File: config.mk
export PLATFORM = sky130hd
export DESIGN_NAME = uart_rx_fifo
export DESIGN_NICKNAME = d
export VERILOG_FILES = /design/src/rtl/uart_rx_fifo.sv
export SDC_FILE = /design/constraint.sdc
export NUM_CORES = 1
export LEC_CHECK = 0
export ABC_AREA = 1
export BUFFER_PORTS_ARGS = -buffer_cell sky130_fd_sc_hd__buf_2
export CAP_MARGIN = 20
export CORE_ASPECT_RATIO = 0.8
export CORE_MARGIN = 2
export CORE_UTILIZATION = 61
export DETAILED_ROUTE_END_ITERATION = 12
export HOLD_SLACK_MARGIN = 0.1
export PLACE_DENSITY = 0.91
export SYNTH_ARGS = -nofsm -noshare
export SYNTH_HDL_FRONTEND = slang
export SYNTH_SLANG_ARGS = --single-unit
File: constraint.sdc
create_clock -name clk -period 2.5 [get_ports clk]
set_clock_uncertainty 0.1 [all_clocks]
set_input_delay 0.375 -clock clk [delete_from_list [all_inputs] [get_ports clk]]
set_output_delay 0.375 -clock clk [all_outputs]
set_load 0.02 [all_outputs]
File: src/rtl/uart_rx_fifo.sv
// ---------------------------------------------------------------------------
// uart_rx_fifo
// Receive-side byte FIFO between the UART byte analyser (writer) and the host
// (reader). Circular buffer of 2^DEPTH_LOG2 bytes with a registered read port,
// occupancy count, status flags derived from the count, and sticky
// overflow/underflow indicators.
//
// Ports
//   clk           in   system clock, rising edge active
//   rst           in   asynchronous active-low reset (release sync to clk)
//   n_we_i        in   active-low write strobe, one byte per low cycle
//   data_i        in   byte to store on an accepted write
//   p_full_o      out  count == 2^DEPTH_LOG2
//   n_re_i        in   active-low read strobe
//   data_o        out  registered read data, valid the cycle after the strobe
//   p_empty_o     out  count == 0
//   p_afull_o     out  count >= AFULL_LEVEL
//   count_o       out  number of stored bytes (DEPTH_LOG2+1 bits)
//   p_overflow_o  out  sticky: write attempted while full
//   p_underflow_o out  sticky: read attempted while empty
//   p_clear_i     in   synchronous flush of contents, data_o and sticky flags
// ---------------------------------------------------------------------------
module uart_rx_fifo #(
    parameter int DEPTH_LOG2  = 4,
    parameter int AFULL_LEVEL = 12
) (
    input  logic                  clk,
    input  logic                  rst,
    input  logic                  n_we_i,
    input  logic [7:0]            data_i,
    output logic                  p_full_o,
    input  logic                  n_re_i,
    output logic [7:0]            data_o,
    output logic                  p_empty_o,
    output logic                  p_afull_o,
    output logic [DEPTH_LOG2:0]   count_o,
    output logic                  p_overflow_o,
    output logic                  p_underflow_o,
    input  logic                  p_clear_i
);

    localparam int DEPTH = 1 << DEPTH_LOG2;
    localparam int CW    = DEPTH_LOG2 + 1;

    localparam logic [CW-1:0]         FULL_COUNT  = CW'(DEPTH);
    localparam logic [CW-1:0]         AFULL_COUNT = CW'(AFULL_LEVEL);
    localparam logic [CW-1:0]         COUNT_ONE   = CW'(1);
    localparam logic [DEPTH_LOG2-1:0] PTR_ONE     = DEPTH_LOG2'(1);

    // Storage and state
    logic [7:0]            mem_r [DEPTH];
    logic [DEPTH_LOG2-1:0] wr_ptr_r;
    logic [DEPTH_LOG2-1:0] rd_ptr_r;
    logic [CW-1:0]         count_r;
    logic [7:0]            data_r;
    logic                  overflow_r;
    logic                  underflow_r;

    // Next-state values
    logic [DEPTH_LOG2-1:0] wr_ptr_next_s;
    logic [DEPTH_LOG2-1:0] rd_ptr_next_s;
    logic [CW-1:0]         count_next_s;
    logic [7:0]            data_next_s;
    logic                  overflow_next_s;
    logic                  underflow_next_s;

    // Strobe decode and acceptance
    logic wr_req_s;
    logic rd_req_s;
    logic full_s;
    logic empty_s;
    logic wr_acc_s;
    logic rd_acc_s;

    // Status flags come straight from the count register so they reflect the
    // pre-edge occupancy used for accept/reject decisions.
    assign full_s   = (count_r == FULL_COUNT);
    assign empty_s  = (count_r == {CW{1'b0}});
    assign wr_req_s = ~n_we_i;
    assign rd_req_s = ~n_re_i;

    // A write into a full FIFO is refused even if a read frees a slot on the
    // same edge; likewise a read from an empty FIFO ignores a same-edge write.
    assign wr_acc_s = wr_req_s & ~full_s;
    assign rd_acc_s = rd_req_s & ~empty_s;

    // Next-state computation for pointers, count, read data and sticky flags
    always_comb begin
        wr_ptr_next_s    = wr_ptr_r;
        rd_ptr_next_s    = rd_ptr_r;
        count_next_s     = count_r;
        data_next_s      = data_r;
        overflow_next_s  = overflow_r;
        underflow_next_s = underflow_r;

        if (p_clear_i) begin
            // Flush wins over any strobe on the same edge.
            wr_ptr_next_s    = {DEPTH_LOG2{1'b0}};
            rd_ptr_next_s    = {DEPTH_LOG2{1'b0}};
            count_next_s     = {CW{1'b0}};
            data_next_s      = 8'h00;
            overflow_next_s  = 1'b0;
            underflow_next_s = 1'b0;
        end else begin
            case ({wr_acc_s, rd_acc_s})
                2'b10: begin
                    wr_ptr_next_s = wr_ptr_r + PTR_ONE;
                    count_next_s  = count_r + COUNT_ONE;
                end
                2'b01: begin
                    rd_ptr_next_s = rd_ptr_r + PTR_ONE;
                    count_next_s  = count_r - COUNT_ONE;
                    data_next_s   = mem_r[rd_ptr_r];
                end
                2'b11: begin
                    wr_ptr_next_s = wr_ptr_r + PTR_ONE;
                    rd_ptr_next_s = rd_ptr_r + PTR_ONE;
                    data_next_s   = mem_r[rd_ptr_r];
                end
                default: begin
                    wr_ptr_next_s = wr_ptr_r;
                    rd_ptr_next_s = rd_ptr_r;
                end
            endcase

            overflow_next_s  = overflow_r  | (wr_req_s & full_s);
            underflow_next_s = underflow_r | (rd_req_s & empty_s);
        end
    end

    // Control state registers with asynchronous active-low reset
    always_ff @(posedge clk or negedge rst) begin
        if (!rst) begin
            wr_ptr_r    <= {DEPTH_LOG2{1'b0}};
            rd_ptr_r    <= {DEPTH_LOG2{1'b0}};
            count_r     <= {CW{1'b0}};
            data_r      <= 8'h00;
            overflow_r  <= 1'b0;
            underflow_r <= 1'b0;
        end else begin
            wr_ptr_r    <= wr_ptr_next_s;
            rd_ptr_r    <= rd_ptr_next_s;
            count_r     <= count_next_s;
            data_r      <= data_next_s;
            overflow_r  <= overflow_next_s;
            underflow_r <= underflow_next_s;
        end
    end

    // Buffer RAM write port; contents are not reset, stale bytes are
    // unreachable once the pointers and count are cleared.
    always_ff @(posedge clk) begin
        if (wr_acc_s && !p_clear_i) begin
            mem_r[wr_ptr_r] <= data_i;
        end
    end

    assign p_full_o      = full_s;
    assign p_empty_o     = empty_s;
    assign p_afull_o     = (count_r >= AFULL_COUNT);
    assign count_o       = count_r;
    assign data_o        = data_r;
    assign p_overflow_o  = overflow_r;
    assign p_underflow_o = underflow_r;

endmodule

After elaboration in Yosys (flattened, before gate mapping) --
Memory sizes are Yosys's and may differ from the RTL's. Cells that the tools add are included.
Cells by class: add/sub/neg operators 4, $lt $le $gt $ge 1, eq/ne operators 4, mux-type cells 12, bitwise logic cells 10, reduce and logical (&&, ||, !) cells 8
Operator list (number):
- two-way mux 4 bit | 4
- two-way mux 8 bit | 2
- one-hot mux 5 bit (2 select lines) | 1
- adder 4 x 1 -> 4 bit (second input constant) | 2
- adder 5 x 1 -> 5 bit (second input constant) | 1
- == test 5 bit (second input constant) | 1
- greater-or-equal comparator 5 x 4 -> 1 bit (second input constant) | 1
- logical NOT 5 bit | 1
- two-way mux 5 bit | 1
- subtractor 5 x 1 -> 5 bit (second input constant) | 1
- AND 1 bit | 4
- == test 2 bit (second input constant) | 2
- two-way mux 1 bit | 4
- NOT 1 bit | 4
- nonzero test 2 bit | 2
- OR reduction 2 bit | 2
- nonzero test 3 bit | 1
- == test 2 x 1 -> 1 bit (second input constant) | 1
- bitwise OR 1 bit | 2
- logical AND 1 bit | 1
- logical NOT 1 bit | 1
Storage, ports and cells: register bits 23, bits in writable memories 128, input port bits 13, logic and storage cells 46, memories kept 1
Memories:
- mem_r | words 16, width 8, rd ports 1, clocked after Yosys merged registers in 0, wr ports 1, line 51 | logic [7:0] mem_r [DEPTH];

Depth between registers and ports, before layout --
Gate-level depths: netlist of the first run.
depth after elaboration 7, gate-level depth with buffers 16, gate-level depth less buffers 16

Least setup slack after synthesis of the first run --
Ideal clock, no wire load.
path kind flip-flop to flip-flop, start point reg count_r[1], in the netlist count_o[1], end point reg count_r[4], in the netlist count_o[4], library setup time 0.117 ns, arrival 1.758 ns, required time 2.283 ns, setup slack 0.525 ns, cell stages (with the launch flop) 15, buffers on the path 0, clock period less this slack 1.975 ns, path through dfrtp_1 > nor2_2 > nand3_2 > nand2_4 > inv_4 > nand2_4 > inv_1 > ha_1 > inv_1 > o21bai_1 > inv_1 > nand2_1 > nand2_1 > nand3_1 > nand2_1
Between the ends: cells in the longest elaborated chain, start to end 6
Ends and longest elaborated chain:
- from (decl) | line 54 | logic [CW-1:0] count_r;
- from (signal assigned) | line 136 | count_r <= {CW{1'b0}};
- from (signal assigned) | line 143 | count_r <= count_next_s;
- == test 5 bit or logical NOT 5 bit (tied branches) | line 77, 78
- NOT 1 bit (on tied branches) | line 84, 85
- AND 1 bit (on tied branches) | line 84, 85
- == test 2 x 1 -> 1 bit or == test 2 bit (tied branches) | line 105 | case ({wr_acc_s, rd_acc_s})
- one-hot mux 5 bit (2 select lines) | line 105
- two-way mux 5 bit | line 96 | if (p_clear_i) begin
Several ways; a longest one is shown, not always the timed one. A chain may end at the register's enable or synchronous reset.

Final worst setup path of the first run --
start point reg count_r[0], in the netlist count_o[0], end point reg count_r[4], in the netlist count_o[4]
The elaborated chain is that of the path after synthesis.

==> out/summary.txt, run 1 <==
===========================================================================================
Synthesis Warnings                                                                        0
Final-layout setup total negative slack                                                0 ns
Number of placed cells counting well taps                                               699
Arrival @ worst endpoint                                                            2.34 ns
Biggest area consumer among synthesized cells                                      edfxtp_1
Shortest period the worst path allows                                              2.129 ns
Total routed wirelength                                                            15340 µm
Number of clock buffers inserted by TritonCTS                                            17
Drt first pass iters                                                                      6
Final Slew Violations                                                                     0
Reg2reg end                                                                    count_o[4]$_DFFE_PN0P_
Sequential fraction of design power                                                   0.403
Reported leakage power                                                             2.806 nW
Netlist area before placement                                                      6306 µm²
Mean number of vias per cell                                                          6.108
Filler cells                                                                            654
IO Pins                                                                                  31
# port buffers                                                                           30
Final worst-path setup slack                                                      0.3712 ns
Global-route wire length before repair                                             23430 µm
Switching power as a share of total power                                            0.3267
Finish-stage setup viols                                                                  0
Cell depth of the worst min-delay path                                                    2
Mapped Cells                                                                            534
Net load switching power                                                         0.002436 W
TritonCTS clock tree                                                                    yes
Pin count of the biggest net entering global routing                                     70
Count of final hold-check violations                                                      0
Critical Path Slowest Stage Cell                                                    dfrtp_1
Power per unit of standard cell area                                            1023 nW/µm²
Worst slack at placement                                                          0.3949 ns
Slew at the pin with the worst max-slew slack                                     0.7074 ns
Vias in the first global route                                                         4405
Antenna fix cells                                                                         0
Number of antenna-violating nets in the routed design                                     0
Root buffer cell                                                                  clkbuf_16
Die Footprint                                                                     11170 µm²
Crit-path max FO                                                                          7
Crit-path max cell delay                                                            0.46 ns
Average wire per standard cell                                                     20.96 µm
Startpoint of the most critical register-to-register path                      count_o[0]$_DFFE_PN0P_
Final weighted congestion in routability-driven placement                            0.9714
Crit-path cells                                                                nor2_2, nand3_2, nand2_4, inv_4, nand2_4, inv_1, ha_1, inv_1, o21bai_1, inv_1, nand2_1, nand2_1, nand3_1, nand2_1
Aggregate global routing overflow                                                         0
Relative max-transition margin                                                       0.5267
Clock latency on the worst-skew pair                                                0.42 ns
Floorplan die width                                                                117.7 µm
Mapped Nets                                                                             554
Category of the critical setup timing path                                       reg -> reg
Count of cell types in the netlist                                                       32
H-tree depth                                                                              4
Total chip power                                                                 0.007454 W
Largest cells by area after synthesis                                          edfxtp_1, dfrtp_1, nand2_1, o21ai_0, nor2_1
Worst hold endpoint                                                            p_overflow_o$_DFF_PN0_
RSZ-0062 raised after global routing                                                     no
Worst min-delay path class                                                        in -> reg
Layout net count                                                                        599
Logic pwr share                                                                       0.261
Longest Clk Path Bufs                                                                     2
Sequential area share after synthesis                                                0.7008
Commonest non-fill, non-tap cell in the layout                                     edfxtp_1
Final period utilization                                                             0.8515
Max Fclk                                                                         0.4698 GHz
Row count                                                                                33
Standard cell core area                                                           10160 µm²
#FFs+latches synth                                                                      151
Crit. End Element                                                                 flip-flop
Avg Inst Size Synth                                                               11.81 µm²
Worst endpoint required time                                                        2.71 ns
Starting density of the core                                                         0.6208
Setup crit start kind                                                             flip-flop
All-Layer GR Usage                                                                   0.2903
Total of cells resized after clock tree synthesis                                         0
Top-area cell type share of the netlist area                                         0.6095
Internal Dissipation                                                             0.005018 W
Number of vias in the routed layout                                                    4471
Total buffers and inverters traversed by the critical path                                4
Highest-count cells in the layout ignoring fill and taps                       edfxtp_1, nand2_1, nor2_1
Die height                                                                         94.94 µm
Max-cap violations                                                                        0
Dominant delay contributor by cell family on the critical path                 simple AND/OR/NAND/NOR gates
Clock share of power                                                                  0.337
CTS clk-pin slew, worst paths                                                       0.06 ns
Depth of the most critical reg-to-reg path                                               14
Number of design-rule violations left by the first detailed-router iteration            599
Reg2Reg Setup Slack                                                                 0.37 ns
Antenna violations before repair                                                          0
Beginning of the worst hold path                                                  p_clear_i
Area growth from synthesis to final layout                                           15.60%
DRC violation count after routing                                                         0
Fraction of final layout cells with drive strength greater than 1                    0.1706
Non-Filler Instances                                                                    732
Clock net sink count                                                                    151
HPWL after DPL                                                                      9888 µm
Result of the run                                                              finished, final reports clean
Worst vdd ir                                                                    0.0008391 V
===========================================================================================
## synth_stat cells (all sizes together)
cell and count:
o221a 1, clkbuf 6, dfrtp 23, inv 33, o22ai 10, a21oi 22
a211oi 4, edfxtp 128, a32o 3, o221ai 9, nor2 62, nand2 111
o21a 1, nor3 2, buf 17, o21bai 1, o211ai 1, o21ai 52
nand4 4, clkinv 1, ha 7, xor2 2, nand3 34
## logic make-up (layout without fill, tap and decap cells)
group / Yosys count / count (layout) / share of synthesized area
flip-flops: 151 / 151 / 0.7008
buffers and inverters: 57 / 115 / 0.03948
XOR/XNOR: 2 / 2 / 0.002778
adder cells (fa/ha/maj): 7 / 7 / 0.01389
AND/OR/NAND/NOR: 213 / 213 / 0.1470
AO/OA/AOI/OAI: 104 / 104 / 0.09603
## worst reg2reg max path, delay by kind of cell, from the launching register on
family          cells  cell delay [ns]
buf+inv             4             0.27
compound gates      1             0.13
flops               1             0.46
fa+ha+maj           1             0.31
simple gates        8             0.74
## how the worst max path moves through the flow
stage	startpoint	end	slack, ns	cells after the start
detailed placement	count_o[0]$_DFFE_PN0P_	count_o[4]$_DFFE_PN0P_	0.39	14
global placement	count_o[0]$_DFFE_PN0P_	count_o[4]$_DFFE_PN0P_	0.53	14
floorplan	count_o[1]$_DFFE_PN0P_	count_o[4]$_DFFE_PN0P_	0.52	14
global route	count_o[0]$_DFFE_PN0P_	count_o[4]$_DFFE_PN0P_	0.21	14
finish	count_o[0]$_DFFE_PN0P_	count_o[4]$_DFFE_PN0P_	0.37	14
CTS	count_o[0]$_DFFE_PN0P_	count_o[4]$_DFFE_PN0P_	0.38	14
## through the flow
step	hold slack, ns	utilization	cell area, µm²
after floorplan	-0.02059	-	6306
after global placement	0.2683	0.6572	6675
after CTS	0.1610	0.7177	7289
after detailed placement	0.2711	0.6572	6675
after global routing	0.1718	0.7177	7289
final	0.1802	0.7177	7289
## state kept, by name, summed over array words and instances, names as in the netlist
signal         flops
p_overflow_o       1
p_underflow_o      1
count_o            5
wr_ptr_r           4
rd_ptr_r           4
data_o             8
mem_r            128
## power by group through the flow
stage                     logic [W]  clock network, W  registers (W)
after global routing        0.00211           0.00263        0.00302
after global placement      0.00180                 0        0.00304
after floorplan             0.00117                 0        0.00314
after CTS                   0.00191           0.00253        0.00300
after detailed placement    0.00188                 0        0.00305
final                       0.00194           0.00251        0.00300
## area by class of cell
cell class	instances	area, µm²	area share
Timing Repair Buffer	49	320.3	0.04394
Tap cell	140	175.2	0.02403
Sequential cell	151	4420	0.6064
Clock buffer	27	576.8	0.07913
Inverter	34	131.4	0.01802
Clock inverter	5	27.53	0.003776
Multi-Input combinational cell	326	1638	0.2247
## layer usage
layer | GRT usage | vias to the layer above | wire length (µm)
met5 | 0 | - | 0
met1 | 0.3811 | 2109 | 5595
met2 | 0.4341 | 326 | 7133
met3 | 0.09239 | 49 | 2030
li1 | - | 1987 | -
met4 | 0.1667 | 0 | 583
## repair_timing
item	4_1_cts	5_1_grt
setup endpoints to repair	0	0
hold buffers	1	0
setup buffers	0	0
endpoints found under the hold margin	23	0
No activity file was read; power rests on OpenSTA's default activity.
==> inputs of run 2 (changes only) <==
ABC_AREA = not set   (was 1)
CORE_ASPECT_RATIO = not set   (was 0.8)
CORE_UTILIZATION = 60   (was 61)
PLACE_DENSITY = 0.9   (was 0.91)
clock period = 2.3 ns   (was 2.5 ns; I/O delays follow)
==> out/summary.txt, run 2 <==
===========================================================================================
Result of the run                                                              complete, but fails checks   was finished, final reports clean
Violated checks                                                                negative setup slack
Beginning of the worst hold path                                                  data_i[5]   was p_clear_i
Register name with the most flops                                                     mem_r   unchanged
Non-Filler Instances                                                                    571   was 732
Avg Inst Size Synth                                                               17.75 µm²   was 11.81 µm²
Total routed wirelength                                                            14050 µm   was 15340 µm
Library cell with the highest instance count after synthesis                       edfxtp_1   unchanged
CTS clk-pin slew, worst paths                                                       0.07 ns   was 0.06 ns
Finish-stage setup viols                                                                  4   was 0
Antenna violations before repair                                                          0   unchanged
Commonest non-fill, non-tap cell in the layout                                     edfxtp_1   unchanged
Mapped Cells                                                                            349   was 534
Longest Clk Path Bufs                                                                     2   unchanged
Crit. End Element                                                                 flip-flop   unchanged
Row count                                                                                37   was 33
Sequential fraction of design power                                                   0.400   was 0.403
Max-cap violations                                                                        0   unchanged
Standard cell core area                                                           10180 µm²   was 10160 µm²
Die height                                                                         105.6 µm   was 94.94 µm
Global-route wire length before repair                                             21940 µm   was 23430 µm
Clock latency on the worst-skew pair                                                0.53 ns   was 0.42 ns
Shortest period the worst path allows                                              2.380 ns   was 2.129 ns
Crit-path max FO                                                                          4   was 7
Share of async-settable or async-resettable flops after synthesis                    0.1523   unchanged
Dominant delay contributor by cell family on the critical path                 multiplexers   was simple AND/OR/NAND/NOR gates
Setup crit start kind                                                             flip-flop   unchanged
Largest cells by area after synthesis                                          edfxtp_1, mux4_2, dfrtp_1, mux2i_1, nor2_1   was edfxtp_1, dfrtp_1, nand2_1, o21ai_0, nor2_1
Logic pwr share                                                                       0.277   was 0.261
Total buffers and inverters traversed by the critical path                                0   was 4
Worst min-delay path class                                                        in -> reg   unchanged
Floorplan die width                                                                105.6 µm   was 117.7 µm
DRC violation count after routing                                                         0   unchanged
Cell seen most often among critical-path stages                                      mux2_4
Pin count of the biggest net entering global routing                                     36   was 70
Number of design-rule violations left by the first detailed-router iteration            417   was 599
H-tree depth                                                                              4   unchanged
Utilization of the core after routing                                                0.7328   was 0.7177
# port buffers                                                                           30   unchanged
Filler cells                                                                            584   was 654
Top-area cell type share of the netlist area                                         0.6205   was 0.6095
Number of antenna-violating nets in the routed design                                     0   unchanged
Worst vdd ir                                                                    0.0009033 V   was 0.0008391 V
Critical Path Slowest Stage Cell                                                    dfrtp_2   was dfrtp_1
Root buffer cell                                                                   clkbuf_8   was clkbuf_16
Sequential area share after synthesis                                                0.7134   was 0.7008
Mapped Nets                                                                             369   was 554
Net load switching power                                                         0.002427 W   was 0.002436 W
List of most frequent post-synthesis cells                                     edfxtp_1, nor2_1, mux4_2   was edfxtp_1, nand2_1, nor2_1
Count of flip-flops with a built-in enable after synthesis                              128   unchanged
Max reg flops                                                                           128   unchanged
HPWL after DPL                                                                      8146 µm   was 9888 µm
Final Slew Violations                                                                     0   unchanged
Relative max-transition margin                                                       0.4604   was 0.5267
Arrival @ worst endpoint                                                            2.74 ns   was 2.34 ns
Starting density of the core                                                         0.6082   was 0.6208
Reported leakage power                                                             2.582 nW   was 2.806 nW
IO Pins                                                                                  31   unchanged
Final weighted congestion in routability-driven placement                            0.9042   was 0.9714
Most used flip-flop cell after synthesis                                           edfxtp_1   unchanged
Synthesis Warnings                                                                        0   unchanged
RSZ-0062 raised after global routing                                                    yes   was no
Slew at the pin with the worst max-slew slack                                     0.8064 ns   was 0.7074 ns
Biggest area consumer among synthesized cells                                      edfxtp_1   unchanged
Number of vias in the routed layout                                                    3645   was 4471
Vias in the first global route                                                         3884   was 4405
Power per unit of standard cell area                                            1098 nW/µm²   was 1023 nW/µm²
Crit-path max cell delay                                                            0.44 ns   was 0.46 ns
Final period utilization                                                              1.035   was 0.8515
Layout net count                                                                        442   was 599
Average wire per standard cell                                                     24.60 µm   was 20.96 µm
Switching power as a share of total power                                            0.2961   was 0.3267
Worst endpoint required time                                                        2.66 ns   was 2.71 ns
Source of the critical timing path                                             count_o[3]$_DFFE_PN0P_   was count_o[0]$_DFFE_PN0P_
Antenna fix cells                                                                         0   unchanged
Count of cell types in the netlist                                                       36   was 32
Register cell area after layout                                                    4423 µm²   was 4420 µm²
All-Layer GR Usage                                                                   0.2738   was 0.2903
Category of the critical setup timing path                                       reg -> reg   unchanged
#FFs+latches synth                                                                      151   unchanged
Drt first pass iters                                                                      5   was 6
Clock share of power                                                                  0.323   was 0.337
Area of combinational cells with multiple inputs                                   1760 µm²   was 1638 µm²
Highest-count cells in the layout ignoring fill and taps                       edfxtp_1, mux4_2, nor2_1, buf_4, buf_2   was edfxtp_1, nand2_1, nor2_1
Area growth from synthesis to final layout                                           20.48%   was 15.60%
Count of final hold-check violations                                                      0   unchanged
Number of clock buffers inserted by TritonCTS                                            17   unchanged
Max Fclk                                                                         0.4202 GHz   was 0.4698 GHz
Startpoint of the most critical register-to-register path                      count_o[3]$_DFFE_PN0P_   was count_o[0]$_DFFE_PN0P_
Number of placed cells counting well taps                                               524   was 699
Netlist area before placement                                                      6195 µm²   was 6306 µm²
Clock net sink count                                                                    151   unchanged
Mean number of vias per cell                                                          6.384   was 6.108
Internal Dissipation                                                             0.005771 W   was 0.005018 W
Final worst-path setup slack                                                    -0.07976 ns   was 0.3712 ns
Die Footprint                                                                     11150 µm²   was 11170 µm²
Fraction of final layout cells with drive strength greater than 1                    0.3379   was 0.1706
TritonCTS clock tree                                                                    yes   unchanged
Crit-path cells                                                                nor4_4, mux2_4, xor2_2, ha_2, a31oi_2, nand2_1, mux2_4, nand4_1   was nor2_2, nand3_2, nand2_4, inv_4, nand2_4, inv_1, ha_1, inv_1, o21bai_1, inv_1, nand2_1, nand2_1, nand3_1, nand2_1
Aggregate global routing overflow                                                         0   unchanged
===========================================================================================
run 2: changes by cell type after synthesis, sizes merged, moves of 14 or more:
cell / delta
a21oi: -14
inv: -28
mux2i: +20
mux4: +32
nand2: -102
nand3: -21
nor2: -28
o21ai: -46
run 2: worst reg2reg max path: stages (launching register included):
cell and delay [ns]:
dfrtp_2 0.44, nor4_4 0.35, mux2_4 0.37, xor2_2 0.15, ha_2 0.22, a31oi_2 0.25, nand2_1 0.08, mux2_4 0.27
nand4_1 0.09
run 2: metal layers:
metal	wire, µm	up-vias	GRT usage
met3	1243	45	0.08225
met5	0	-	0
met2	7269	229	0.4512
li1	-	1536	-
met4	456	0	0.1090
met1	5079	1835	0.3446
run 2: cell type report:
type                    instances  area share
clock buffers                  21     0.05884
clock inverters                11     0.01693
inverters                       6    0.003018
multi-input cells             175      0.2359
flip-flops and latches        151      0.5926
well taps                     136     0.02280
repair buffers                 71     0.06991
run 2: worst paths after layout:
check	to	slack, ns	cells past startpoint
max in group asynchronous	rd_ptr_r[0]$_DFFE_PN0P_	1.46	2
worst max register to register	count_o[4]$_DFFE_PN0P_	-0.08	8
worst min-delay path	mem_r[5][5]$_DFFE_PP_	0.12	1
worst max-delay path	count_o[4]$_DFFE_PN0P_	-0.08	8
min in group asynchronous	p_overflow_o$_DFF_PN0_	0.24	2
worst min register to register	p_overflow_o$_DFF_PN0_	0.40	2
run 2: power groups by stage:
stage	combinational [W]	sequential [W]	clock [W]
floorplan	0.00128	0.00339	0
global placement	0.00191	0.00331	0
detailed placement	0.00198	0.00332	0
CTS	0.00222	0.00327	0.00268
global route	0.00243	0.00330	0.00279
finish	0.00227	0.00328	0.00265
run 2: what timing repair did:
action,4_1_cts,5_1_grt
gates resized for setup,13,9
endpoints found under the hold margin,106,0
hold buffers,9,0
setup endpoints to repair,5,37
buffers inserted,4,2
pin swaps,1,3
run 2: logic make-up after synthesis:
logic type / count (synthesis) / synth area share
fa+ha+maj: 7 / 0.01414
buf+inv: 23 / 0.01535
simple gates: 72 / 0.05413
mux: 56 / 0.1565
flops: 151 / 0.7134
xor+xnor: 7 / 0.009897
compound gates: 33 / 0.03656
run 2: per-stage QoR:
stage          hold slack [ns]  cell area, µm²  TNS (ns)  power (W)  worst slack [ns]
3_5_place_dp            0.2588            6681   -0.2052   0.005310           -0.1099
2_1_floorplan         -0.05059            6212   -0.1796   0.004674          -0.06957
3_3_place_gp            0.2404            6681         0   0.005216           0.06712
5_1_grt                 0.1288            7463   -0.5879   0.008517           -0.1470
6_report                0.1250            7463   -0.2023   0.008198          -0.07976
4_1_cts                 0.1129            7415   -0.2856   0.008176          -0.06208
==> inputs of run 3 (changes only) <==
CORE_UTILIZATION = 43   (was 60)
CTS_BUF_LIST = sky130_fd_sc_hd__clkbuf_4 sky130_fd_sc_hd__clkbuf_8 sky130_fd_sc_hd__clkbuf_16   (was not set)
PLACE_DENSITY = 0.71   (was 0.9)
==> out/summary.txt, run 3 (synthesis gave the netlist of run 2 again) <==
===========================================================================================
Arrival @ worst endpoint                                                            2.57 ns   was 2.74 ns
Register name with the most flops                                                     mem_r   unchanged
Row count                                                                                43   was 37
Category of the critical setup timing path                                       reg -> reg   unchanged
Fraction of final layout cells with drive strength greater than 1                    0.3502   was 0.3379
Vias in the first global route                                                         3530   was 3884
Max-cap violations                                                                        0   unchanged
Crit-path max FO                                                                          4   unchanged
Setup crit start kind                                                             flip-flop   unchanged
Floorplan die width                                                                124.0 µm   was 105.6 µm
Power per unit of standard cell area                                            1115 nW/µm²   was 1098 nW/µm²
Number of vias in the routed layout                                                    3478   was 3645
Global-route wire length before repair                                             20150 µm   was 21940 µm
Worst endpoint required time                                                        2.50 ns   was 2.66 ns
Standard cell core area                                                           13990 µm²   was 10180 µm²
Antenna violations before repair                                                          0   unchanged
Clock latency on the worst-skew pair                                                0.42 ns   was 0.53 ns
Final Slew Violations                                                                     0   unchanged
Layout net count                                                                        441   was 442
Drt first pass iters                                                                      6   was 5
# port buffers                                                                           30   unchanged
Total routed wirelength                                                            13140 µm   was 14050 µm
Die Footprint                                                                     15380 µm²   was 11150 µm²
Final period utilization                                                              1.029   was 1.035
Final weighted congestion in routability-driven placement                            0.9142   was 0.9042
Average wire per standard cell                                                     21.39 µm   was 24.60 µm
Number of clock buffers inserted by TritonCTS                                            17   unchanged
Worst min-delay path class                                                        in -> reg   unchanged
Reported leakage power                                                             2.622 nW   was 2.582 nW
Longest Clk Path Bufs                                                                     2   unchanged
Highest-count cells in the layout ignoring fill and taps                       edfxtp_1, buf_4, mux4_2   was edfxtp_1, mux4_2, nor2_1, buf_4, buf_2
Worst hold slack across all endpoints                                             0.2169 ns   was 0.1250 ns
Root buffer cell                                                                  clkbuf_16   was clkbuf_8
DRC violation count after routing                                                         0   unchanged
Crit. End Element                                                                 flip-flop   unchanged
Worst vdd ir                                                                    0.0006908 V   was 0.0009033 V
Commonest non-fill, non-tap cell in the layout                                     edfxtp_1   unchanged
HPWL after DPL                                                                      8276 µm   was 8146 µm
Clock net sink count                                                                    151   unchanged
Relative max-transition margin                                                       0.4295   was 0.4604
Final worst-path setup slack                                                    -0.06599 ns   was -0.07976 ns
Mean number of vias per cell                                                          5.664   was 6.384
Aggregate global routing overflow                                                         0   unchanged
Number of antenna-violating nets in the routed design                                     0   unchanged
Slew at the pin with the worst max-slew slack                                     0.8526 ns   was 0.8064 ns
RSZ-0062 raised after global routing                                                    yes   unchanged
Shortest period the worst path allows                                              2.366 ns   was 2.380 ns
Final-layout setup total negative slack                                          -0.1396 ns   was -0.2023 ns
Finish-stage setup viols                                                                  3   was 4
Die height                                                                         124.0 µm   was 105.6 µm
H-tree depth                                                                              4   unchanged
TritonCTS clock tree                                                                    yes   unchanged
Result of the run                                                              complete, but fails checks   unchanged
Max Fclk                                                                         0.4227 GHz   was 0.4202 GHz
Count of final hold-check violations                                                      0   unchanged
CTS clk-pin slew, worst paths                                                       0.07 ns   about the same
All-Layer GR Usage                                                                   0.1851   was 0.2738
Violated checks                                                                negative setup slack   unchanged
IO Pins                                                                                  31   unchanged
Starting density of the core                                                         0.4428   was 0.6082
Max reg flops                                                                           128   unchanged
Antenna fix cells                                                                         0   unchanged
Pin count of the biggest net entering global routing                                     36   unchanged
Number of design-rule violations left by the first detailed-router iteration            277   was 417
Area growth from synthesis to final layout                                           21.96%   was 20.48%
===========================================================================================
## run 3: cell count changes in the layout (fill, tap and decap cells not counted), moves of 3 or more
cell / delta
clkbuf_1: -3
dlygate4sd3_1: -7
clkinv_1: +3
buf_4: +4
## run 3: report_power, final
group / total [W] / internal (W) / switching [W]
registers: 0.00328 / 0.00313 / 0.000155
clock network: 0.00288 / 0.00182 / 0.00107
logic: 0.00226 / 0.00107 / 0.00118
total: 0.00842 / 0.00602 / 0.00240
## run 3: timing repair
item,in CTS,in global routing
resized for setup,10,10
pin swaps,2,4
setup buffers,5,1
hold buffers,2,0
hold endpoints to repair,25,0
setup endpoints to repair,19,40
## run 3: metrics by stage
step	power (W)	std cells	cell area (µm²)	utilization	setup slack [ns]
6_report	0.008424	614	7555	0.5401	-0.06599
5_1_grt	0.008797	614	7555	0.5401	-0.1940
4_1_cts	0.008393	613	7493	0.5357	-0.02296
3_5_place_dp	0.005356	574	6794	0.4857	-0.05316
3_3_place_gp	0.005297	574	6794	0.4857	0.03474
2_1_floorplan	0.004674	349	6212	-	-0.06957
## run 3: area by class of cell
cell class,count,area (µm²)
clock inverter,14,178.9
sequential,151,4425
timing repair buffer,70,521.8
fill,1090,6434
clock buffer,18,432.9
tap,180,225.2
inverter,6,22.52
multi-input combinational,175,1748
## run 3: worst paths after layout
| path | start | slack, ns | to | cells after the start |
|---|---|---|---|---|
| hold / removal | data_i[4] | 0.22 | mem_r[6][4]$_DFFE_PP_ | 1 |
| hold reg to reg | p_overflow_o$_DFF_PN0_ | 0.41 | p_overflow_o$_DFF_PN0_ | 2 |
| min in group asynchronous | rst | 0.35 | count_o[4]$_DFFE_PN0P_ | 2 |
| max in group asynchronous | rst | 1.32 | rd_ptr_r[0]$_DFFE_PN0P_ | 2 |
| setup reg to reg | count_o[1]$_DFFE_PN0P_ | -0.07 | count_o[4]$_DFFE_PN0P_ | 8 |
| setup / recovery | count_o[1]$_DFFE_PN0P_ | -0.07 | count_o[4]$_DFFE_PN0P_ | 8 |
## run 3: routing by layer
layer / vias to the layer above / wire length, µm / track usage
met3: 15 / 852 / 0.04441
met5: - / 0 / 0
met1: 1794 / 5817 / 0.2611
met4: 0 / 155 / 0.05899
met2: 134 / 6310 / 0.2867
li1: 1535 / - / -
## run 3: critical path, cell delays in order (launching register included)
cell and delay, ns:
dfrtp_2 0.44, nor4_4 0.33, mux2_4 0.36, xor2_2 0.15
ha_2 0.21, o31a_1 0.27, o21ai_1 0.13, mux2_2 0.15
nand4_1 0.08
